==> src/rtl/mine_pkg.sv <==
// Shared constants and types for the 5x5 mine-count scanner.
package mine_pkg;

    localparam int ROWS  = 5;
    localparam int COLS  = 5;
    localparam int CELLS = ROWS * COLS;
    localparam int IDX_W = 5;
    localparam int CNT_W = 4;

    typedef logic [IDX_W-1:0] cell_idx_t;
    typedef logic [CELLS-1:0] mine_map_t;

    typedef enum logic [1:0] {
        IDLE = 2'd0,
        SCAN = 2'd1,
        DONE = 2'd2
    } scan_state_t;

    localparam cell_idx_t LAST_IDX = cell_idx_t'(CELLS - 1);

endpackage

==> src/rtl/mine_neighbor_count.sv <==
// Combinational count of mined neighbours around one cell of the board.
// Off-board neighbours are masked per row and column, so there is no wrap between rows.
module mine_neighbor_count
    import mine_pkg::*;
(
    input  mine_map_t        i_map,
    input  cell_idx_t        i_idx,
    output logic [CNT_W-1:0] o_count
);

    localparam logic [2:0] LAST_ROW = 3'(ROWS - 1);
    localparam logic [2:0] LAST_COL = 3'(COLS - 1);

    logic [2:0]       w_row;
    logic [2:0]       w_col;
    logic [8:0]       w_hit;
    logic [CNT_W-1:0] w_sum;

    assign w_row = 3'(int'(i_idx) / COLS);
    assign w_col = 3'(int'(i_idx) % COLS);

    // Slot gi covers offset (gi/3-1, gi%3-1); slot 4 is the cell itself.
    genvar gi;
    generate
        for (gi = 0; gi < 9; gi++) begin : g_nb
            localparam int DR = gi / 3 - 1;
            localparam int DC = gi % 3 - 1;
            if (gi == 4) begin : g_self
                assign w_hit[gi] = 1'b0;
            end else begin : g_cell
                logic      w_row_ok;
                logic      w_col_ok;
                cell_idx_t w_nidx;

                assign w_row_ok = (DR < 0) ? (w_row != 3'd0) :
                                  ((DR > 0) ? (w_row != LAST_ROW) : 1'b1);
                assign w_col_ok = (DC < 0) ? (w_col != 3'd0) :
                                  ((DC > 0) ? (w_col != LAST_COL) : 1'b1);
                assign w_nidx   = IDX_W'(int'(i_idx) + DR * COLS + DC);
                assign w_hit[gi] = w_row_ok & w_col_ok & i_map[w_nidx];
            end
        end
    endgenerate

    always_comb begin
        w_sum = '0;
        for (int k = 0; k < 9; k++) begin
            w_sum = w_sum + CNT_W'(w_hit[k]);
        end
    end

    assign o_count = w_sum;

endmodule

==> src/rtl/mine_count_scan.sv <==
// Snapshots a 25-bit mine map on start and streams {index, is_mine, neighbour count}
// for every cell over valid/ready. Define MINE_TOTAL_EN to add the out_total popcount port.
module mine_count_scan
    import mine_pkg::*;
(
    input  logic             in_clka,
    input  logic             in_reset,
    input  logic             in_start,
    input  logic [CELLS-1:0] in_mines,
    input  logic             in_ready,
    output logic             out_valid,
    output logic [IDX_W-1:0] out_index,
    output logic             out_is_mine,
    output logic [CNT_W-1:0] out_count,
    output logic             out_busy,
    output logic             out_done
`ifdef MINE_TOTAL_EN
    ,
    output logic [IDX_W-1:0] out_total
`endif
);

    scan_state_t      r_state;
    mine_map_t        r_snap;
    cell_idx_t        r_index;
    logic             r_valid;
    logic             r_is_mine;
    logic [CNT_W-1:0] r_count;
    logic             r_busy;
    logic             r_done;

    scan_state_t      w_state_next;
    mine_map_t        w_snap_next;
    cell_idx_t        w_index_next;
    logic             w_valid_next;
    logic             w_busy_next;
    logic             w_done_next;
    logic [CNT_W-1:0] w_count_next;

    always_comb begin
        w_state_next = r_state;
        w_snap_next  = r_snap;
        w_index_next = r_index;
        w_valid_next = 1'b0;
        w_busy_next  = 1'b0;
        w_done_next  = 1'b0;
        unique case (r_state)
            IDLE: begin
                // in_mines is only looked at here, so X outside a start never propagates.
                if (in_start) begin
                    w_state_next = SCAN;
                    w_snap_next  = in_mines;
                    w_index_next = '0;
                    w_valid_next = 1'b1;
                    w_busy_next  = 1'b1;
                end
            end
            SCAN: begin
                w_valid_next = 1'b1;
                w_busy_next  = 1'b1;
                if (in_ready) begin
                    if (r_index == LAST_IDX) begin
                        w_state_next = DONE;
                        w_valid_next = 1'b0;
                        w_busy_next  = 1'b0;
                        w_done_next  = 1'b1;
                    end else begin
                        w_index_next = r_index + 1'b1;
                    end
                end
            end
            DONE: begin
                w_state_next = IDLE;
            end
            default: begin
                w_state_next = IDLE;
            end
        endcase
    end

    // Count is evaluated on the next-cycle map/index so the beat registers line up.
    mine_neighbor_count u_count (
        .i_map   (w_snap_next),
        .i_idx   (w_index_next),
        .o_count (w_count_next)
    );

    always_ff @(negedge in_clka or posedge in_reset) begin
        if (in_reset) begin
            r_state   <= IDLE;
            r_snap    <= '0;
            r_index   <= '0;
            r_valid   <= 1'b0;
            r_is_mine <= 1'b0;
            r_count   <= '0;
            r_busy    <= 1'b0;
            r_done    <= 1'b0;
        end else begin
            r_state   <= w_state_next;
            r_snap    <= w_snap_next;
            r_index   <= w_index_next;
            r_valid   <= w_valid_next;
            r_is_mine <= w_snap_next[w_index_next];
            r_count   <= w_count_next;
            r_busy    <= w_busy_next;
            r_done    <= w_done_next;
        end
    end

`ifdef MINE_TOTAL_EN
    logic [IDX_W-1:0] r_total;

    always_ff @(negedge in_clka or posedge in_reset) begin
        if (in_reset) begin
            r_total <= '0;
        end else if (r_state == IDLE && in_start) begin
            r_total <= IDX_W'($countones(in_mines));
        end
    end

    assign out_total = r_total;
`endif

    assign out_valid   = r_valid;
    assign out_index   = r_index;
    assign out_is_mine = r_is_mine;
    assign out_count   = r_count;
    assign out_busy    = r_busy;
    assign out_done    = r_done;

endmodule

==> config.mk <==
export PLATFORM = sky130hd
export DESIGN_NAME = mine_count_scan
export DESIGN_NICKNAME = d
export VERILOG_FILES = /design/src/rtl/mine_pkg.sv /design/src/rtl/mine_neighbor_count.sv /design/src/rtl/mine_count_scan.sv
export SDC_FILE = /design/constraint.sdc
export NUM_CORES = 1
export LEC_CHECK = 0
export CORE_MARGIN = 4
export CORE_UTILIZATION = 45
export DETAILED_ROUTE_END_ITERATION = 6
export PLACE_DENSITY = 0.66
export RECOVER_POWER = 25
export SYNTH_ARGS = -nofsm -noshare
export SYNTH_HDL_FRONTEND = slang
export SYNTH_SLANG_ARGS = --single-unit
==> constraint.sdc <==
create_clock -name in_clka -period 9.2 [get_ports in_clka]
set_input_delay 1.38 -clock in_clka [delete_from_list [all_inputs] [get_ports in_clka]]
set_output_delay 1.38 -clock in_clka [all_outputs]
set_load 0.02 [all_outputs]
* Word level (Yosys, flattened, before mapping) *
Index checks and enable logic that the tools add are counted.

storage, ports and cells
  register bits = 39

cells by class
  $add $sub $neg = 16
  div/mod/pow operators = 2
  $lt $le $gt $ge = 9
  equality and inequality tests = 7
  mux-type cells = 35
  bitwise operators = 12
  reduce and logical (&&, ||, !) cells = 4

operator list
  kind                                                        count
  less-than comparator 5 x 6 -> 1 bit, second input constant  9
  2-to-1 mux 25 bit                                           2
  binary-select mux 1 bit (select 5 bit)                      9
  divider 6 x 4 -> 32 bit, second input constant              1
  remainder unit 6 x 4 -> 32 bit, second input constant       1
  adder 5 x 1 -> 5 bit, second input constant                 5
  adder 4 x 1 -> 4 bit                                        6
  2-to-1 mux 1 bit                                            15
  2-to-1 mux 5 bit                                            3
  bitwise AND 1 bit                                           12
  adder 5 x 2 -> 5 bit, second input constant                 2
  case mux 5 bit (2 select lines)                             1
  2-to-1 mux 2 bit                                            3
  != test 2 bit, second input constant                        3
  != test 3 bit, second input constant                        2
  nonzero test 3 bit                                          2
  adder 5 x 3 -> 5 bit, second input constant                 1
  adder 5 x 4 -> 5 bit, second input constant                 1
  == test 5 bit, second input constant                        1
  case mux 2 bit (2 select lines)                             1
  AND reduction 3 bit                                         1
  adder 1 x 1 -> 2 bit                                        1
  == test 2 x 1 -> 1 bit, second input constant               1
  logical NOT 2 bit                                           1
  case mux 1 bit (2 select lines)                             1

* Longest topological paths before layout *
Gate-level depths: netlist of run 1.

  depth after elaboration = 16
  gate-level depth with buffers = 33
  gate-level depth less buffers = 31

* By module *
From an unflattened synthesis of run 1, not the netlist that was laid out.

second synthesis, totals
  cells, all modules = 366
  area total of the unflattened synthesis = 3963.8 um^2

modules (own cells, without submodules)
  module               times used  cells an instance  area each (um^2)
  mine_neighbor_count  1           225                2112.0
  mine_count_scan      1           141                1851.8

==> flow_summary_export.csv, run 1 <==
group,metric,value,unit
cells_and_area,diodes,0,
timing,hold_viol,0,
setup_path,cp_common_cell,"nand4_1",
grt,grtUsageTotal,22.7,%
floorplan,row_count,33,
clock_network,clkSinkCount,39,
setup_path,max_stage_delay,0.55,ns
synthesis,ys_top_cells_by_area,"dfrtn_1, mux2i_1, mux4_2, ha_1, inv_1",
floorplan,initial_core_util,46.3,%
placed_design,place_area,0.00503,mm²
grt,grt_pass1_wl,18500,µm
synthesis,ys_seq_elements,39,
placed_design,post-place-ws,-3.38,ns
setup_path,crit_arrival,7.37,ns
floorplan,ios,42,
floorplan,die_h,100,µm
setup_path,endpoint_kind,"register",
cells_and_area,drive_above_1_share,34.2,%
floorplan,die_w,100,µm
synthesis,synthCells,406,
synthesis,synth-main-ff-cell,"dfrtn_1",
setup_path,required,4.76,ns
synthesis,avgSynthCellArea,9.42,µm²
synthesis,synth.top_cell.area_share,25.5,%
route,drc,0,
setup_path,critical_path_class,"primary input to register",
synthesis,synth_nets,454,
route,wirelength,10700,µm
clock_network,root_buffer,"clkbuf_8",
setup_path,slowest_stage,"fa_1",
timing,slew_headroom,-41.7,%
cells_and_area,mostFrequentLayoutCell,"buf_4",
outcome,status,"finished, violations left",
clock_network,numCtsBuffers,5,
synthesis,yosysSeqAreaShare,25.5,%
placed_design,place_hpwl,7850,µm
job,maxCapViolCount,1,
clock_network,ctsHoldBuffers,0,
placed_design,place_inst,614,
placed_design,io_buffers,41,
cells_and_area,fin_cells,652,
cells_and_area,final_nets,594,
timing,fin_skew,0.00534,ns
synthesis,syn_area,0.00382,mm²
placed_design,routabilityCongestion,0.876,
floorplan,placeableCoreArea,0.00826,mm²
outcome,violations,"capacitance limit, slew limit, setup timing",
timing,worstMarginPinSlew,2.13,ns
cells_and_area,area_growth,42.7,%
min_path,min_path_type,"register to register",
synthesis,ys_warn_count,0,
route,vias,3633,
floorplan,dieArea,0.0100,mm²
timing,rsz0062_at_grt,"yes",
timing,finalSetupViolations,4,
synthesis,yosysTopAreaCell,"dfrtn_1",
timing,tns,-9.56,ns
setup_path,start_kind,"primary input",
synthesis,synth_edf_count,0,
route,routedWlPerCell,16.4,µm
route,first_pass_iters,4,
setup_path,cp_max_fo,4,
cells_and_area,design_area,0.00546,mm²
timing,slew_violations,40,
synthesis,async_flop_share,100,%
grt,grt_max_degree,40,
route,drtIter0Drc,176,
synthesis,synth_cell_types,61,
clock_network,cts_tree,"built",
clock_network,htreeDepth,2,
cells_and_area,mostFrequentLayoutCells,"buf_4, mux2i_1, dfrtn_1",
grt,grt_pass1_vias,3812,
clock_network,cts.clk_slew.worst_paths,0.06,ns
grt,grt_overflow,0,
grt,antenna_found_initial,0,
route,post_drt_via_cell_ratio,5.57,
route,ant_nets,0,
timing,setup_ws,-2.61,ns
clock_network,clk_latency,0.30,ns
clock_network,clk_path_buf_depth,2,
==> final cells by class <==
class	count	area, µm²
well taps	105	131
multi-input cells	301	2780
flip-flops and latches	39	976
inverters	42	160
fillers	683	2800
clock inverters	2	13.8
clock buffers	6	82.6
repair buffers	157	1310
==> worst max-delay path: cells and delay by family <==
| kind | cells | cell delay (ns) |
|---|---|---|
| AO/OA/AOI/OAI | 6 | 1.28 |
| XOR/XNOR | 1 | 0.17 |
| adder cells (fa/ha/maj) | 8 | 2.99 |
| buffers and inverters | 8 | 0.70 |
| AND/OR/NAND/NOR | 8 | 0.87 |
==> metal layers <==
layer	vias up	global-route usage (%)	wire length (µm)	share of wire [%]
met1	1766	28.7	4390	41
li1	1748	-	-	-
met2	96	40.3	5530	52
met4	0	7.25	293	2.7
met3	23	2.85	506	4.7
met5	-	0	0	0
==> registers in the layout, indices dropped and copies added (netlist names) <==
| register | cells |
|---|---|
| r_state | 2 |
| out_index | 5 |
| out_is_mine | 1 |
| r_snap | 25 |
| out_busy | 1 |
| out_done | 1 |
| out_count | 4 |
==> final timing paths <==
check	start	endpoint	slack (ns)	cells after the start
min in group asynchronous	in_reset	r_state[1]	6.75	3
worst min-delay path	r_snap[24]	r_snap[24]	0.46	2
worst max register to register	out_index[0]	out_count[1]	2.23	32
worst max-delay path	in_ready	out_count[1]	-2.61	31
worst min register to register	r_snap[24]	r_snap[24]	0.46	2
max in group asynchronous	in_reset	out_count[0]	1.21	3
==> what timing repair did <==
item	CTS	global route
setup buffers	24	6
gates resized for setup	31	3
endpoints found under the setup margin	4	4
pin swaps	27	12
==> metrics by stage <==
stage                     utilization (%)  hold slack [ns]
after detailed placement             60.9            0.452
after CTS                            65.4            0.454
final                                66.1            0.458
after floorplan                         -            0.435
after global placement               60.9            0.454
after global routing                 66.1            0.479
==> logic make-up (layout without fill, tap and decap cells) <==
| family | Yosys count | in the layout | share of synthesized area [%] |
|---|---|---|---|
| DFF | 39 | 39 | 25.5 |
| adders and majority gates | 22 | 22 | 7.82 |
| muxes | 88 | 88 | 27.7 |
| AOI/OAI and AO/OA | 67 | 67 | 12.2 |
| buffers and inverters | 66 | 207 | 7.04 |
| and+or+nand+nor | 102 | 102 | 14.3 |
| xor gates and xnor gates | 22 | 22 | 5.43 |
==> Yosys cell counts, types with 3 or more instances <==
library cell and number:
mux2i_1 70, dfrtn_1 39, inv_1 37, nand2_1 28, ha_1 15, nand3_1 15
a21oi_1 14, buf_2 14, mux4_2 14, xnor2_1 14, o21ai_0 13, nor2_1 12
nand4_1 7, clkbuf_1 6, nor3_1 6, o211ai_1 6, xor2_1 6, nand2b_1 5
a21o_1 4, fa_1 4, inv_2 4, mux2_2 4, nor2b_1 4, nor3b_1 4
a211oi_1 3, a31oi_1 3, buf_1 3, nor4_1 3, nor4b_1 3, o21ai_1 3
o31ai_1 3, or3_1 3
Power of run 1 is not shown: default switching activity piles up to over one toggle a cycle in this logic, so the estimate is an artifact.
==> run 2, diff against run 1 <==
--- a/config.mk
+++ b/config.mk
@@ -10,3 +10,3 @@
 export DETAILED_ROUTE_END_ITERATION = 6
-export PLACE_DENSITY = 0.66
+export PLACE_DENSITY_LB_ADDON = 0.08
 export RECOVER_POWER = 25
==> constraint.sdc (replaced) <==
create_clock -name in_clka -period 9.2 [get_ports in_clka]
set_input_delay 1.84 -clock in_clka [delete_from_list [all_inputs] [get_ports in_clka]]
set_output_delay 1.84 -clock in_clka [all_outputs]
set_load 0.02 [all_outputs]
==> run 2 against run 1 <==
The flow finishes with violations (setup timing). Worst hold slack got worse by 0.016 ns. Flip-flop and latch count unchanged. Global-route usage decreased by 0.56 points. Utilization about the same. Via count decreased by 1.8%. Critical path depth decreased by 1. Clock skew about the same. Non-clock buffer count decreased by 10. Routed wire length decreased by 1.6%. Largest cell class unchanged. Highest routed layer unchanged.
==> flow_summary_export.csv, run 2 (synthesis results as in run 1) <==
group,metric,value,unit
cells_and_area,mostFrequentLayoutCell,"buf_4",
cells_and_area,final_nets,584,
clock_network,clkSinkCount,39,
setup_path,cp_common_cell,"inv_2",
setup_path,path_buf_inv,5,
setup_path,crit_family,"adder cells",
cells_and_area,drive_above_1_share,33.7,%
clock_network,cts.clk_slew.worst_paths,0.05,ns
job,maxCapViolCount,0,
route,wirelength,10500,µm
placed_design,place_hpwl,7880,µm
cells_and_area,layout.area.seq,976,µm²
placed_design,io_buffers,41,
min_path,min_to,"r_snap[24]",
outcome,status,"finished, violations left",
clock_network,clk_path_buf_depth,2,
setup_path,start_kind,"primary input",
setup_path,r2r_start,"out_index[0]",
grt,antenna_found_initial,0,
timing,slew_violations,0,
grt,grt_pass1_vias,3792,
setup_path,max_stage_delay,0.57,ns
placed_design,routabilityCongestion,0.896,
setup_path,critical_path_class,"primary input to register",
placed_design,place_area,0.00507,mm²
grt,grt_pass1_wl,18100,µm
route,drtIter0Drc,243,
clock_network,cts_tree,"built",
route,drc,0,
cells_and_area,mostFrequentLayoutCells,"buf_4, mux2i_1, clkdlybuf4s50_1, dfrtn_1, inv_1",
timing,hold_viol,0,
route,vias,3567,
timing,fin_skew,0.00554,ns
setup_path,crit_arrival,7.82,ns
setup_path,cp_max_fo,5,
min_path,min_path_type,"register to register",
cells_and_area,multi_input_area,0.00283,mm²
setup_path,required,4.75,ns
timing,setup_ws,-3.06,ns
clock_network,root_buffer,"clkbuf_8",
route,ant_nets,0,
floorplan,initial_core_util,46.3,%
grt,grt_max_degree,27,
cells_and_area,design_area,0.00545,mm²
timing,worstMarginPinSlew,0.957,ns
route,routedWlPerCell,16.4,µm
cells_and_area,diodes,0,
clock_network,clk_latency,0.30,ns
grt,grtUsageTotal,22.2,%
floorplan,placeableCoreArea,0.00826,mm²
cells_and_area,area_growth,42.6,%
floorplan,die_h,100,µm
floorplan,dieArea,0.0100,mm²
cells_and_area,largest_reg_flops,25,
clock_network,htreeDepth,2,
route,post_drt_via_cell_ratio,5.56,
route,first_pass_iters,6,
setup_path,slowest_stage,"fa_1",
min_path,hold_depth,2,
outcome,violations,"setup timing",
setup_path,reg2reg_to,"out_count[1]",
floorplan,die_w,100,µm
timing,whs,0.441,ns
floorplan,row_count,33,
setup_path,r2r_cells,31,
timing,finalSetupViolations,4,
setup_path,endpoint_kind,"register",
clock_network,ctsHoldBuffers,0,
clock_network,numCtsBuffers,5,
grt,grt_overflow,0,
setup_path,reg2reg_setup_slack,2.19,ns
cells_and_area,largest-register,"r_snap",
cells_and_area,fillers,665,
min_path,min-delay-start,"r_snap[24]",
timing,slew_headroom,36.1,%
timing,tns,-11.33,ns
floorplan,ios,42,
timing,rsz0062_at_grt,"yes",
[run 2: cell count changes in the layout (fill, tap and decap cells not counted), sizes merged]
cell and change:
clkdlybuf4s50 +1, dlygate4sd3 -1, clkbuf -1, buf -9
[run 2: stage by stage]
stage	util [%]	cells	setup slack, ns
2_1_floorplan	-	406	-3.27
3_3_place_gp	61.5	620	-3.68
3_5_place_dp	61.5	620	-3.86
4_1_cts	65.2	640	-3.01
5_1_grt	66.0	642	-3.29
6_report	66.0	642	-3.06
[run 2: worst register-to-register path, delay by kind of cell (launching register included)]
kind	cells	cell delay (ns)
flops	1	0.55
buf+inv	5	0.26
xor+xnor	1	0.17
simple gates	7	0.97
compound gates	9	1.69
fa+ha+maj	9	3.23
[run 2: area by class of cell]
type                       instances  area share, %
timing repair buffer             147           23.1
tap                              105           2.41
sequential                        39           17.9
clock buffer                       6           1.51
multi-input combinational        301           51.9
inverter                          42           2.94
clock inverter                     2          0.252
[run 2: worst max path at each step]
| stage | endpoint | slack, ns | depth (start not counted) | start |
|---|---|---|---|---|
| after floorplan | out_count[1] | -3.27 | 30 | in_ready |
| after CTS | out_count[1] | -3.01 | 29 | in_ready |
| final | out_count[1] | -3.06 | 30 | in_ready |
| after detailed placement | out_count[1] | -3.86 | 29 | in_start |
| after global placement | out_count[1] | -3.68 | 29 | in_ready |
| after global routing | out_count[1] | -3.29 | 30 | in_ready |
[run 2: layer usage]
layer | GRT usage [%] | vias to the layer above | share of wire, %
li1 | - | 1729 | -
met5 | 0 | - | 0
met2 | 40.6 | 81 | 51
met3 | 2.50 | 13 | 4.1
met4 | 4.97 | 0 | 1.3
met1 | 27.8 | 1744 | 44
[run 2: what timing repair did]
action,CTS,global route
setup buffers,12,2
resized for setup,33,10
pin swaps,26,8
setup endpoints to repair,4,4
endpoints found under the hold margin,0,0
Power of run 2 is left out for the same reason.
